`config.mk`:
```
export PLATFORM = sky130hd
export DESIGN_NAME = uplink_word_arbiter_flat
export DESIGN_NICKNAME = d
export VERILOG_FILES = /design/src/rtl/uplink_word_arbiter_if.sv /design/src/rtl/uplink_word_arbiter.sv /design/src/flat_wrapper.sv
export SDC_FILE = /design/constraint.sdc
export NUM_CORES = 1
export LEC_CHECK = 0
export BUFFER_PORTS_ARGS = -buffer_cell sky130_fd_sc_hd__buf_2
export CAP_MARGIN = 20
export CELL_PAD_IN_SITES_DETAIL_PLACEMENT = 1
export CELL_PAD_IN_SITES_GLOBAL_PLACEMENT = 1
export CORE_ASPECT_RATIO = 1.1
export CORE_MARGIN = 4
export CORE_UTILIZATION = 30
export DETAILED_ROUTE_END_ITERATION = 10
export GPL_TIMING_DRIVEN = 0
export PLACE_DENSITY = 0.79
export SLEW_MARGIN = 30
export SYNTH_ARGS = -nofsm -noshare
export SYNTH_HDL_FRONTEND = slang
export SYNTH_SLANG_ARGS = --single-unit
```
`constraint.sdc`:
```
create_clock -name clk -period 3.5 [get_ports clk]
set_input_delay 0.35 -clock clk [delete_from_list [all_inputs] [get_ports clk]]
set_output_delay 0.35 -clock clk [all_outputs]
set_load 0.01 [all_outputs]
```
`src/rtl/uplink_word_arbiter_if.sv`:
```
// rtl/uplink_word_arbiter_if.sv - source word handshake bundle for the uplink lane arbiter
interface uplink_word_arbiter_if #(
  parameter int N_SRC  = 4,
  parameter int WORD_W = 12
);
  logic [N_SRC-1:0]        src_valid;
  logic [N_SRC-1:0]        src_last;
  logic [N_SRC*WORD_W-1:0] src_data;
  logic [N_SRC-1:0]        src_ready;

  modport master (output src_valid, src_last, src_data, input src_ready);
  modport slave  (input src_valid, src_last, src_data, output src_ready);
endinterface

```
`src/rtl/uplink_word_arbiter.sv`:
```
// rtl/uplink_word_arbiter.sv - round-robin packet arbiter serializing 12-bit words onto one lane
module uplink_word_arbiter #(
  parameter int                N_SRC     = 4,
  parameter int                WORD_W    = 12,
  parameter logic [WORD_W-1:0] IDLE_WORD = 12'h100,
  parameter int                MAX_GAP   = 4
) (
  input  logic                 clk,
  input  logic                 reset_n,
  uplink_word_arbiter_if.slave src,
  output logic                 ser_out,
  output logic                 word_strobe,
  output logic [2:0]           grant_id,
  output logic                 locked,
  output logic                 abort_pulse
);

  localparam int SRC_W = (N_SRC > 1) ? $clog2(N_SRC) : 1;
  localparam int CNT_W = $clog2(WORD_W);
  localparam int GAP_W = $clog2(MAX_GAP + 1);

  logic [CNT_W-1:0]   bit_cnt;
  logic [WORD_W-1:0]  shreg;
  logic [SRC_W-1:0]   grant;
  logic [SRC_W-1:0]   rr_ptr;
  logic [GAP_W-1:0]   gap_cnt;

  logic               load_cycle;
  logic               found;
  logic [SRC_W-1:0]   pick;
  logic [SRC_W-1:0]   sel;
  logic [WORD_W-1:0]  sel_word;
  logic [WORD_W-1:0]  next_word;
  logic [2*N_SRC-1:0] rot;

  function automatic logic [SRC_W-1:0] wrap_inc(input logic [SRC_W-1:0] i);
    if (int'(i) == N_SRC - 1) return '0;
    return i + SRC_W'(1);
  endfunction

  assign load_cycle  = (bit_cnt == CNT_W'(WORD_W - 1));
  assign ser_out     = shreg[WORD_W-1];
  assign word_strobe = (bit_cnt == '0);
  assign grant_id    = 3'(grant);

  // Rotate valids so bit 0 is rr_ptr; the lowest set bit is the next grant.
  always_comb begin
    found = 1'b0;
    pick  = '0;
    rot   = {src.src_valid, src.src_valid} >> rr_ptr;
    for (int k = N_SRC - 1; k >= 0; k--) begin
      if (rot[k]) begin
        found = 1'b1;
        pick  = SRC_W'((int'(rr_ptr) + k) % N_SRC);
      end
    end
  end

  always_comb begin
    sel      = locked ? grant : pick;
    sel_word = IDLE_WORD;
    for (int i = 0; i < N_SRC; i++) begin
      if (SRC_W'(i) == sel) sel_word = src.src_data[i*WORD_W +: WORD_W];
    end
  end

  always_comb begin
    src.src_ready = '0;
    next_word     = IDLE_WORD;
    if (load_cycle) begin
      if (locked) begin
        if (src.src_valid[grant]) begin
          src.src_ready[grant] = 1'b1;
          next_word            = sel_word;
        end
      end else if (found) begin
        src.src_ready[pick] = 1'b1;
        next_word           = sel_word;
      end
    end
  end

  always_ff @(posedge clk or negedge reset_n) begin
    if (!reset_n) begin
      bit_cnt     <= '0;
      shreg       <= IDLE_WORD;
      grant       <= '0;
      rr_ptr      <= '0;
      gap_cnt     <= '0;
      locked      <= 1'b0;
      abort_pulse <= 1'b0;
    end else begin
      abort_pulse <= 1'b0;
      if (!load_cycle) begin
        bit_cnt <= bit_cnt + CNT_W'(1);
        shreg   <= {shreg[WORD_W-2:0], 1'b0};
      end else begin
        bit_cnt <= '0;
        shreg   <= next_word;
        if (locked) begin
          if (src.src_valid[grant]) begin
            gap_cnt <= '0;
            if (src.src_last[grant]) begin
              locked <= 1'b0;
              rr_ptr <= wrap_inc(grant);
            end
          end else if (gap_cnt == GAP_W'(MAX_GAP - 1)) begin
            // Source stalled too long inside its packet: release the lane.
            locked      <= 1'b0;
            abort_pulse <= 1'b1;
            rr_ptr      <= wrap_inc(grant);
            gap_cnt     <= '0;
          end else begin
            gap_cnt <= gap_cnt + GAP_W'(1);
          end
        end else if (found) begin
          if (src.src_last[pick]) begin
            rr_ptr <= wrap_inc(pick);
          end else begin
            locked <= 1'b1;
            grant  <= pick;
          end
        end
      end
    end
  end

endmodule

```
`src/flat_wrapper.sv`:
```
// flat-port wrapper written by rule: the top's interface ports become plain ports
module uplink_word_arbiter_flat 
#(
  parameter int                N_SRC     = 4,
  parameter int                WORD_W    = 12,
  parameter logic [WORD_W-1:0] IDLE_WORD = 12'h100,
  parameter int                MAX_GAP   = 4
)
  (clk, reset_n, ser_out, word_strobe, grant_id, locked, abort_pulse, src_src_valid, src_src_last, src_src_data, src_src_ready);
  uplink_word_arbiter_if #(.N_SRC(N_SRC), .WORD_W(WORD_W)) src_i ();
  input  logic clk;
  input  logic reset_n;
  output logic ser_out;
  output logic word_strobe;
  output logic [2:0] grant_id;
  output logic locked;
  output logic abort_pulse;
  input wire logic [$bits(src_i.src_valid)-1:0] src_src_valid;
  input wire logic [$bits(src_i.src_last)-1:0] src_src_last;
  input wire logic [$bits(src_i.src_data)-1:0] src_src_data;
  output wire logic [$bits(src_i.src_ready)-1:0] src_src_ready;
  assign src_i.src_valid = src_src_valid;
  assign src_i.src_last = src_src_last;
  assign src_i.src_data = src_src_data;
  assign src_src_ready = src_i.src_ready;
  uplink_word_arbiter #(.N_SRC(N_SRC), .WORD_W(WORD_W), .IDLE_WORD(IDLE_WORD), .MAX_GAP(MAX_GAP)) u_core (.clk(clk), .reset_n(reset_n), .src(src_i), .ser_out(ser_out), .word_strobe(word_strobe), .grant_id(grant_id), .locked(locked), .abort_pulse(abort_pulse));
endmodule
```
==> impl_metrics.json, run 1 <==
{
  "ys_seq_area_frac": 0.318,
  "synth_common_cells": "34 x nor2_1, 24 x dfrtp_1, 19 x nand2_1",
  "seqCellArea_um2": 627,
  "postLayoutCellArea_mm2": 0.00244,
  "clkSinkCount": 25,
  "htreeDepth": 1,
  "cpLargestDelayFamily": "multiplexers",
  "die_width_um": 85.3,
  "via_per_inst": 5.17,
  "cts_buffers": 3,
  "crit_path_start_kind": "register",
  "slowest_stage": "mux4_2",
  "postSynthAreaPerCell_um2": 9.13,
  "antenna_found_initial": 0,
  "antenna_cells": 0,
  "power_density_mw_per_mm2": 637,
  "place_area_mm2": 0.00239,
  "path_depth": 5,
  "power_leakage_nw": 1.16,
  "clock_latency_ps": 270,
  "maxSlewViolCount": 0,
  "crit_type": "register to primary output",
  "ant_nets": 0,
  "fill_cells": 771,
  "synth_nets": 285,
  "crit_top_cell": "buf_2",
  "die_h_um": 93.1,
  "min_period_ps": 3050,
  "cts_root_buf": "clkbuf_8",
  "area_delta_synth_final_pct": 23.7,
  "irDropWorstVdd_mv": 0.245,
  "worst_clock_skew_ps": 4.04,
  "drive_gt1_frac": 0.338,
  "ioPinCount": 69,
  "wire_per_inst_um": 16.0,
  "setup_violations": 0,
  "synth_warnings": 0,
  "post-dp-hpwl_um": 4650,
  "yosysUniqueCellTypes": 54,
  "multi_input_area_mm2": 0.00122,
  "row_count": 30,
  "firstDrtPassIters": 4,
  "path_buf_inv": 2,
  "cp-end-kind": "primary output",
  "r2r_cells": 4,
  "vias": 1882,
  "min_path_type": "input pin to async pin",
  "gp_congestion": 0.780,
  "cts.repair.resized": 0,
  "grt_usage": 0.148,
  "layout.nets": 354,
  "ys_top_cells_by_area": "dfrtp_1 30%, ha_1 7.0%, nor2_1 6.5%",
  "core-area_mm2": 0.00627,
  "place_ws_ps": 758,
  "portBuffers": 64,
  "outcome": "finished clean",
  "yosysTopAreaCell": "dfrtp_1",
  "dieArea_mm2": 0.00794,
  "max_stage_delay_ps": 650,
  "grt_max_degree": 26,
  "synth_most_common_cell": "nor2_1",
  "crit_chain": "mux4_2 > o211ai_1 > buf_2 > nor2_1 > buf_2",
  "hold_viol_final": 0,
  "cts_buffer_depth": 2,
  "tritoncts": "done",
  "relSlewSlack": 0.465,
  "syn-instance-count": 216,
  "overflow": 0,
  "grt_pass1_wl_um": 9540,
  "wl_um": 5840,
  "setup_tns_ps": 0,
  "ctsHoldBuffers": 0,
  "cts_setup_buffers": 0,
  "drv_cap": 0,
  "tightestPinTransition_ps": 796,
  "cp.required_ps": 3150,
  "crit_fanout": 10,
  "synth-seq-cells": 25,
  "start_util": 0.315,
  "synth_edf_count": 0,
  "rsz0062_at_grt": "false",
  "cp_data_arrival_time_ps": 2700,
  "grt_pass1_vias": 1961,
  "fmax_mhz": 328,
  "first_iter_violations": 84,
  "final.period_utilization": 0.872,
  "async_flop_share": 1.00,
  "synth_area_mm2": 0.00197,
  "synth_ff_type": "dfrtp_1",
  "clk_pin_slew_worst_paths_ps": 90,
  "worst_slack_ps": 449,
  "drcViolationCount": 0,
  "synth_top_area_frac": 0.304
}
## per-layer routing
| layer | global-route usage | vias to the layer above | wire (um) |
|---|---|---|---|
| li1 | - | 912 | - |
| met1 | 0.191 | 911 | 2630 |
| met2 | 0.261 | 53 | 2830 |
| met3 | 0.0123 | 6 | 293 |
| met4 | 0.0449 | 0 | 87 |
| met5 | 0 | - | 0 |
## power breakdown
group	internal, mW	total, mW	switching (mW)
Sequential	0.387	0.490	0.103
Clock	0.0796	0.172	0.0928
Combinational	0.367	0.891	0.524
Total	0.833	1.55	0.720
## metrics by stage
| step | cells | total power, mW | hold slack, ps | utilization |
|---|---|---|---|---|
| after floorplan | 216 | 1.12 | 54.4 | - |
| after global placement | 360 | 1.37 | 376 | 0.382 |
| after detailed placement | 360 | 1.40 | 381 | 0.382 |
| after CTS | 364 | 1.58 | 82.9 | 0.389 |
| after global routing | 364 | 1.71 | 107 | 0.389 |
| final | 364 | 1.55 | 71.7 | 0.389 |
## placed cells by master (no fill, tap or decap), types with 4 or more instances in the layout
master,Yosys,final
inv_1,8,8
nand2_1,19,19
a21oi_1,4,4
buf_2,3,67
nand3_1,8,8
nor2b_1,4,4
ha_1,11,11
o41ai_1,7,7
mux2i_1,10,10
nor2_1,34,34
dfrtp_1,24,24
a211oi_1,10,10
and2_1,11,11
clkbuf_1,5,5
o21ai_0,5,5
## sequential cells by signal, indices dropped and copies added (netlist names)
register,flops
u_core.grant,2
u_core.gap_cnt,3
u_core.abort_pulse,1
u_core.rr_ptr,2
u_core.locked,1
u_core.bit_cnt,4
u_core.shreg,12
## layout make-up
type	count	area share
clock buffer	3	0.0169
sequential	25	0.257
timing repair buffer	64	0.131
clock inverter	1	0.00205
tap	80	0.0410
inverter	11	0.0190
buffer	12	0.0308
multi-input combinational	168	0.502
## cell families after synthesis
kind of cell	synth area share
adders and majority gates	0.0698
buffers and inverters	0.0615
muxes	0.0964
other	0.00190
DFF	0.318
AOI/OAI and AO/OA	0.225
and+or+nand+nor	0.228
## final timing paths
| kind | endpoint | startpoint | slack [ps] |
|---|---|---|---|
| max | src_src_ready[0] | u_core.grant[0] | 450 |
| max reg2reg | u_core.shreg[7] | u_core.grant[0] | 1040 |
| min | u_core.bit_cnt[2] | reset_n | 70 |
| max in group asynchronous | u_core.rr_ptr[0] | reset_n | 3050 |
| min in group clk | u_core.shreg[4] | src_src_data[40] | 380 |
| min reg2reg | u_core.shreg[4] | u_core.shreg[3] | 460 |
Note: power is estimated with default switching activity, not from simulation.
==> run 2, diff against run 1 <==
--- a/config.mk
+++ b/config.mk
@@ -5,6 +5,7 @@
 export SDC_FILE = /design/constraint.sdc
 export NUM_CORES = 1
 export LEC_CHECK = 0
+export ABC_AREA = 1
 export BUFFER_PORTS_ARGS = -buffer_cell sky130_fd_sc_hd__buf_2
 export CAP_MARGIN = 20
 export CELL_PAD_IN_SITES_DETAIL_PLACEMENT = 1
@@ -14,7 +15,7 @@
 export CORE_UTILIZATION = 30
 export DETAILED_ROUTE_END_ITERATION = 10
 export GPL_TIMING_DRIVEN = 0
-export PLACE_DENSITY = 0.79
+export PLACE_DENSITY = 0.83
 export SLEW_MARGIN = 30
 export SYNTH_ARGS = -nofsm -noshare
 export SYNTH_HDL_FRONTEND = slang
==> run 2 against run 1 <==
- worst hold slack worse by 15 ps
- combinational power increased by 73%
- register-to-register slack improved by 60 ps
- wire length rose by 14%
- cell count up 34%
- global-route usage is 1.6 points higher
- first-iteration DRC count decreased by 49%
- count of clock-buffer cells in the layout up 1
- critical path type unchanged
- largest power group unchanged
- highest routed layer unchanged
==> impl_metrics.json, run 2 <==
{
  "layout_commonest_cell": "nand2_1",
  "htreeDepth": 1,
  "hold_viol_final": 0,
  "yosysUniqueCellTypes": 34,
  "synth_compound_area_frac": 0.0876,
  "antenna_cells": 0,
  "ant_nets": 0,
  "grt_usage": 0.164,
  "clock_latency_ps": 270,
  "row_count": 31,
  "cp.required_ps": 3150,
  "antenna_found_initial": 0,
  "crit_chain": "inv_1 > o21ai_0 > o22ai_1 > nor2_1 > nor3_1 > buf_2 > inv_1 > nor3_1 > buf_2",
  "synth_warnings": 0,
  "grt_max_degree": 26,
  "power.total_mw": 2.15,
  "cpLargestDelayFamily": "buffers and inverters",
  "dpl.cell_count": 484,
  "outcome": "finished clean",
  "wire_per_inst_um": 13.6,
  "synthMuxAreaShare": 0,
  "ys_seq_area_frac": 0.295,
  "post-dp-hpwl_um": 5600,
  "largest_register_ffs": 12,
  "overflow": 0,
  "yosysTopAreaCell": "dfrtp_1",
  "gp_congestion": 0.855,
  "reg_top3": "u_core.shreg (12), u_core.bit_cnt (4), u_core.gap_cnt (3)",
  "crit_type": "register to primary output",
  "synth_fa_ha_area_frac": 0.0647,
  "via_per_inst": 4.83,
  "cts.repair.resized": 0,
  "async_flop_share": 1.00,
  "layout.nets": 476,
  "setup_tns_ps": 0,
  "first_iter_violations": 43,
  "fmax_mhz": 315,
  "drcViolationCount": 0,
  "fin_cells": 488,
  "crit_path_start_kind": "register",
  "tightestPinTransition_ps": 544,
  "synth_edf_count": 0,
  "clk_pin_slew_worst_paths_ps": 80,
  "rsz0062_at_grt": "false",
  "ctsHoldBuffers": 0,
  "synth_most_common_cell": "nand2_1",
  "dieArea_mm2": 0.00850,
  "maxSlewViolCount": 0,
  "area_delta_synth_final_pct": 22.7,
  "ys_top_cells_by_area": "dfrtp_1 28%, nand2_1 21%, nand3_1 8.5%",
  "cts_setup_buffers": 0,
  "core-area_mm2": 0.00675,
  "wl_um": 6660,
  "min_period_ps": 3170,
  "cts_buffer_depth": 2,
  "syn-instance-count": 335,
  "tritoncts": "done",
  "irDropWorstVdd_mv": 0.329,
  "drive_gt1_frac": 0.259,
  "power_leakage_nw": 1.53,
  "postSynthAreaPerCell_um2": 6.35,
  "vias": 2359,
  "power_density_mw_per_mm2": 823,
  "largest_register": "u_core.shreg",
  "firstDrtPassIters": 4,
  "utilization": 0.387,
  "relSlewSlack": 0.637,
  "synth-seq-cells": 25,
  "crit_fanout": 10,
  "cp_data_arrival_time_ps": 2820,
  "min_path_type": "input pin to async pin",
  "path_buf_inv": 4,
  "final.period_utilization": 0.906,
  "ioPinCount": 69,
  "drv_cap": 0,
  "cp-end-kind": "primary output",
  "synth_top_family_by_area": "simple AND/OR/NAND/NOR gates",
  "synth_area_mm2": 0.00213,
  "synth_nets": 404,
  "max_stage_delay_ps": 510,
  "die_width_um": 88.3,
  "clkSinkCount": 25,
  "synth_top_area_frac": 0.282,
  "cts_buffers": 3,
  "start_util": 0.315,
  "portBuffers": 67,
  "grt_pass1_vias": 2483,
  "yosys.area_share.simple": 0.437,
  "cts_root_buf": "clkbuf_8",
  "setup_violations": 0,
  "synth_ff_type": "dfrtp_1",
  "die_h_um": 96.3,
  "synth_common_cells": "119 x nand2_1, 36 x nand3_1, 34 x inv_1",
  "slowest_stage": "dfrtp_1",
  "synthXorXnorAreaFrac": 0,
  "worst_clock_skew_ps": 3.46,
  "grt_pass1_wl_um": 11200,
  "final_cell_mix": "119 x nand2_1, 70 x buf_2, 36 x nand3_1"
}
==> run 2: cell types whose count changed in the layout (fill, tap and decap cells not counted), moves of 7 or more <==
cell      previous run  this run
nand2_1             19       119
mux2i_1             10         0
and2_1              11         0
inv_1                8        34
a211oi_1            10         0
nor2_1              34        24
nand2_2              0         7
nand3_1              8        36
o41ai_1              7         0
o21ai_0              5        19
==> run 2: metal layers <==
layer,GRT usage,share of wire,vias to the layer above
met2,0.299,0.50,67
li1,-,-,1188
met5,0,0,-
met4,0.0277,0.0086,0
met1,0.201,0.44,1097
met3,0.0300,0.057,7
==> run 2: path summary, 6_finish.rpt <==
check / start / endpoint / slack, ps / depth (start not counted)
hold reg to reg: u_core.shreg[6] / u_core.shreg[7] / 460 / 2
hold / removal: reset_n / u_core.shreg[4] / 60 / 1
setup / recovery: u_core.grant[0] / src_src_ready[0] / 330 / 9
max in group asynchronous: reset_n / u_core.shreg[8] / 3080 / 1
min in group clk: src_src_data[43] / u_core.shreg[7] / 390 / 5
setup reg to reg: u_core.grant[0] / u_core.shreg[0] / 1100 / 8
==> run 2: metrics by stage <==
step | hold slack [ps] | instance area (um^2) | worst slack [ps]
CTS | 72.0 | 2610 | 333
detailed placement | 368 | 2560 | 636
floorplan | 54.4 | 2130 | 1310
global placement | 370 | 2560 | 718
global route | 90.2 | 2610 | 11.0
finish | 56.6 | 2610 | 330
==> run 2: logic make-up after synthesis <==
| kind of cell | after synthesis |
|---|---|
| buffers and inverters | 54 |
| AOI/OAI and AO/OA | 34 |
| and+or+nand+nor | 210 |
| other | 1 |
| DFF | 25 |
| adders and majority gates | 11 |
==> run 2: area by class of cell <==
cell class	instances	area, um^2
buffer	12	82.6
clock buffer	4	45.0
fill	951	4140
inverter	42	160
multi-input combinational	256	1260
sequential	25	627
tap	82	103
timing repair buffer	67	335
==> run 2: power by group <==
| part | leakage [nW] | switching [mW] | total [mW] | internal, mW |
|---|---|---|---|---|
| combinational | 1.19 | 1.02 | 1.54 | 0.521 |
| clock | 0.0228 | 0.0888 | 0.170 | 0.0814 |
| sequential | 0.316 | 0.0570 | 0.439 | 0.382 |
| total | 1.53 | 1.16 | 2.15 | 0.985 |
==> run 3, diff against run 2 <==
--- a/config.mk
+++ b/config.mk
@@ -8,14 +8,12 @@
 export ABC_AREA = 1
 export BUFFER_PORTS_ARGS = -buffer_cell sky130_fd_sc_hd__buf_2
 export CAP_MARGIN = 20
-export CELL_PAD_IN_SITES_DETAIL_PLACEMENT = 1
-export CELL_PAD_IN_SITES_GLOBAL_PLACEMENT = 1
 export CORE_ASPECT_RATIO = 1.1
 export CORE_MARGIN = 4
 export CORE_UTILIZATION = 30
 export DETAILED_ROUTE_END_ITERATION = 10
 export GPL_TIMING_DRIVEN = 0
-export PLACE_DENSITY = 0.83
+export PLACE_DENSITY = 0.64
 export SLEW_MARGIN = 30
 export SYNTH_ARGS = -nofsm -noshare
 export SYNTH_HDL_FRONTEND = slang
==> run 3 against run 2 <==
- final area grew 0.14%
- total power shrank 1.9%
- utilization grew 0.056 points
- critical path depth is the same
- combinational power shrank 3%
- first-iteration DRC count grew to 2.9 times the previous value
- cell count is the same
- wire length shrank 14%
- clock power is essentially flat
==> impl_metrics.json, run 3 (synthesized netlist as in run 2, its figures left out) <==
{
  "power.total_mw": 2.11,
  "fill_cells": 762,
  "start_util": 0.315,
  "htreeDepth": 1,
  "clkSinkCount": 25,
  "cts_buffers": 3,
  "worst_clock_skew_ps": 3.86,
  "grt_pass1_vias": 2152,
  "power_leakage_nw": 1.53,
  "antenna_found_initial": 0,
  "outcome": "finished clean",
  "final_cell_mix": "119 x nand2_1, 70 x buf_2, 36 x nand3_1",
  "ant_nets": 0,
  "p_sw_frac": 0.534,
  "gp_congestion": 0.854,
  "clk_pin_slew_worst_paths_ps": 90,
  "setup_tns_ps": 0,
  "grt_pass1_wl_um": 9670,
  "antenna_cells": 0,
  "cts_setup_buffers": 0,
  "wl_um": 5750,
  "vias": 2249,
  "row_count": 31,
  "switching_power_mw": 1.13,
  "drive_gt1_frac": 0.261,
  "cts_root_buf": "clkbuf_8",
  "maxSlewViolCount": 0,
  "cp_data_arrival_time_ps": 2710,
  "drv_cap": 0,
  "power.internal_mw": 0.982,
  "final.period_utilization": 0.874,
  "grt_usage": 0.141,
  "firstDrtPassIters": 4,
  "r2r_slack_ps": 1190,
  "post-dp-hpwl_um": 4710,
  "layout_commonest_cell": "nand2_1",
  "relSlewSlack": 0.632,
  "pwr-share-seq": 0.207,
  "cts_buffer_depth": 2,
  "tightestPinTransition_ps": 553,
  "ctsHoldBuffers": 0,
  "wire_per_inst_um": 11.8,
  "portBuffers": 67,
  "dieArea_mm2": 0.00850,
  "drcViolationCount": 0,
  "cp-end-kind": "primary output",
  "via_per_inst": 4.61,
  "reg_top3": "u_core.shreg (12), u_core.bit_cnt (4), u_core.gap_cnt (3)",
  "largest_register_ffs": 12,
  "crit_path_start_kind": "register",
  "setup_violations": 0,
  "crit_type": "register to primary output",
  "cp.required_ps": 3150,
  "hold_viol_final": 0,
  "area_delta_synth_final_pct": 22.9,
  "p_clk_frac": 0.079,
  "irDropWorstVdd_mv": 0.353,
  "overflow": 0,
  "r2r_cells": 10,
  "tritoncts": "done",
  "die_h_um": 96.3,
  "power_density_mw_per_mm2": 806,
  "largest_register": "u_core.shreg",
  "first_iter_violations": 125,
  "ioPinCount": 69,
  "crit_fanout": 10,
  "die_width_um": 88.3,
  "fmax_mhz": 327,
  "clock_latency_ps": 260,
  "layout.nets": 476,
  "combPwrFrac": 0.713,
  "cts.repair.resized": 0,
  "min_period_ps": 3060,
  "grt_max_degree": 26,
  "rsz0062_at_grt": "false",
  "core-area_mm2": 0.00675,
  "r2r_start": "u_core.grant[0]",
  "min_path_type": "input pin to async pin",
  "r2r_end": "u_core.shreg[4]"
}
[run 3: cell types whose count changed in the layout (fill, tap and decap cells not counted)]
cell,change
clkbuf_1,-1
clkinvlp_4,+1
[run 3: power by group through the flow]
stage               sequential (mW)  combinational (mW)  clock, mW
CTS                           0.437                1.51      0.175
global route                  0.449                1.70      0.188
finish                        0.437                1.50      0.167
global placement              0.437                1.49          0
detailed placement            0.442                1.51          0
floorplan                     0.434                1.13          0
[run 3: cell type report]
type | instances | area, um^2 | share of cell area
Sequential cell | 25 | 627 | 0.240
Inverter | 42 | 160 | 0.0613
Clock inverter | 1 | 7.51 | 0.00287
Clock buffer | 3 | 41.3 | 0.0158
Multi-Input combinational cell | 256 | 1260 | 0.481
Buffer | 12 | 82.6 | 0.0316
Timing Repair Buffer | 67 | 335 | 0.128
Tap cell | 82 | 103 | 0.0393
[run 3: per-stage QoR]
step / area, um^2 / setup WS, ps / hold slack (ps) / utilization / cells
5_1_grt: 2610 / 134 / 102 / 0.387 / 488
3_5_place_dp: 2560 / 697 / 376 / 0.380 / 484
2_1_floorplan: 2130 / 1310 / 54.4 / - / 335
6_report: 2610 / 443 / 65.7 / 0.387 / 488
4_1_cts: 2610 / 408 / 84.9 / 0.387 / 488
3_3_place_gp: 2560 / 771 / 372 / 0.380 / 484
[run 3: how the worst max path moves through the flow]
stage	startpoint	to	depth (start not counted)
2_1_floorplan	u_core.grant[0]	src_src_ready[0]	8
3_3_place_gp	u_core.grant[0]	src_src_ready[0]	9
4_1_cts	u_core.grant[0]	src_src_ready[0]	9
3_5_place_dp	u_core.grant[0]	src_src_ready[0]	9
6_report	u_core.grant[0]	src_src_ready[0]	9
5_1_grt	u_core.bit_cnt[0]	src_src_ready[0]	9
[run 3: metal layers]
| metal | up-vias | share of wire | track usage |
|---|---|---|---|
| li1 | 1190 | - | - |
| met1 | 984 | 0.47 | 0.189 |
| met2 | 69 | 0.45 | 0.239 |
| met3 | 6 | 0.067 | 0.0214 |
| met4 | 0 | 0.012 | 0.0290 |
| met5 | - | 0 | 0 |
[run 3: critical path, stage by stage (launching register included)]
cell and delay, ps:
dfrtp_1 500, inv_1 250, o21ai_0 110, o22ai_1 360
nor2_1 100, nor3_1 360, buf_2 300, inv_1 120
nor3_1 180, buf_2 170
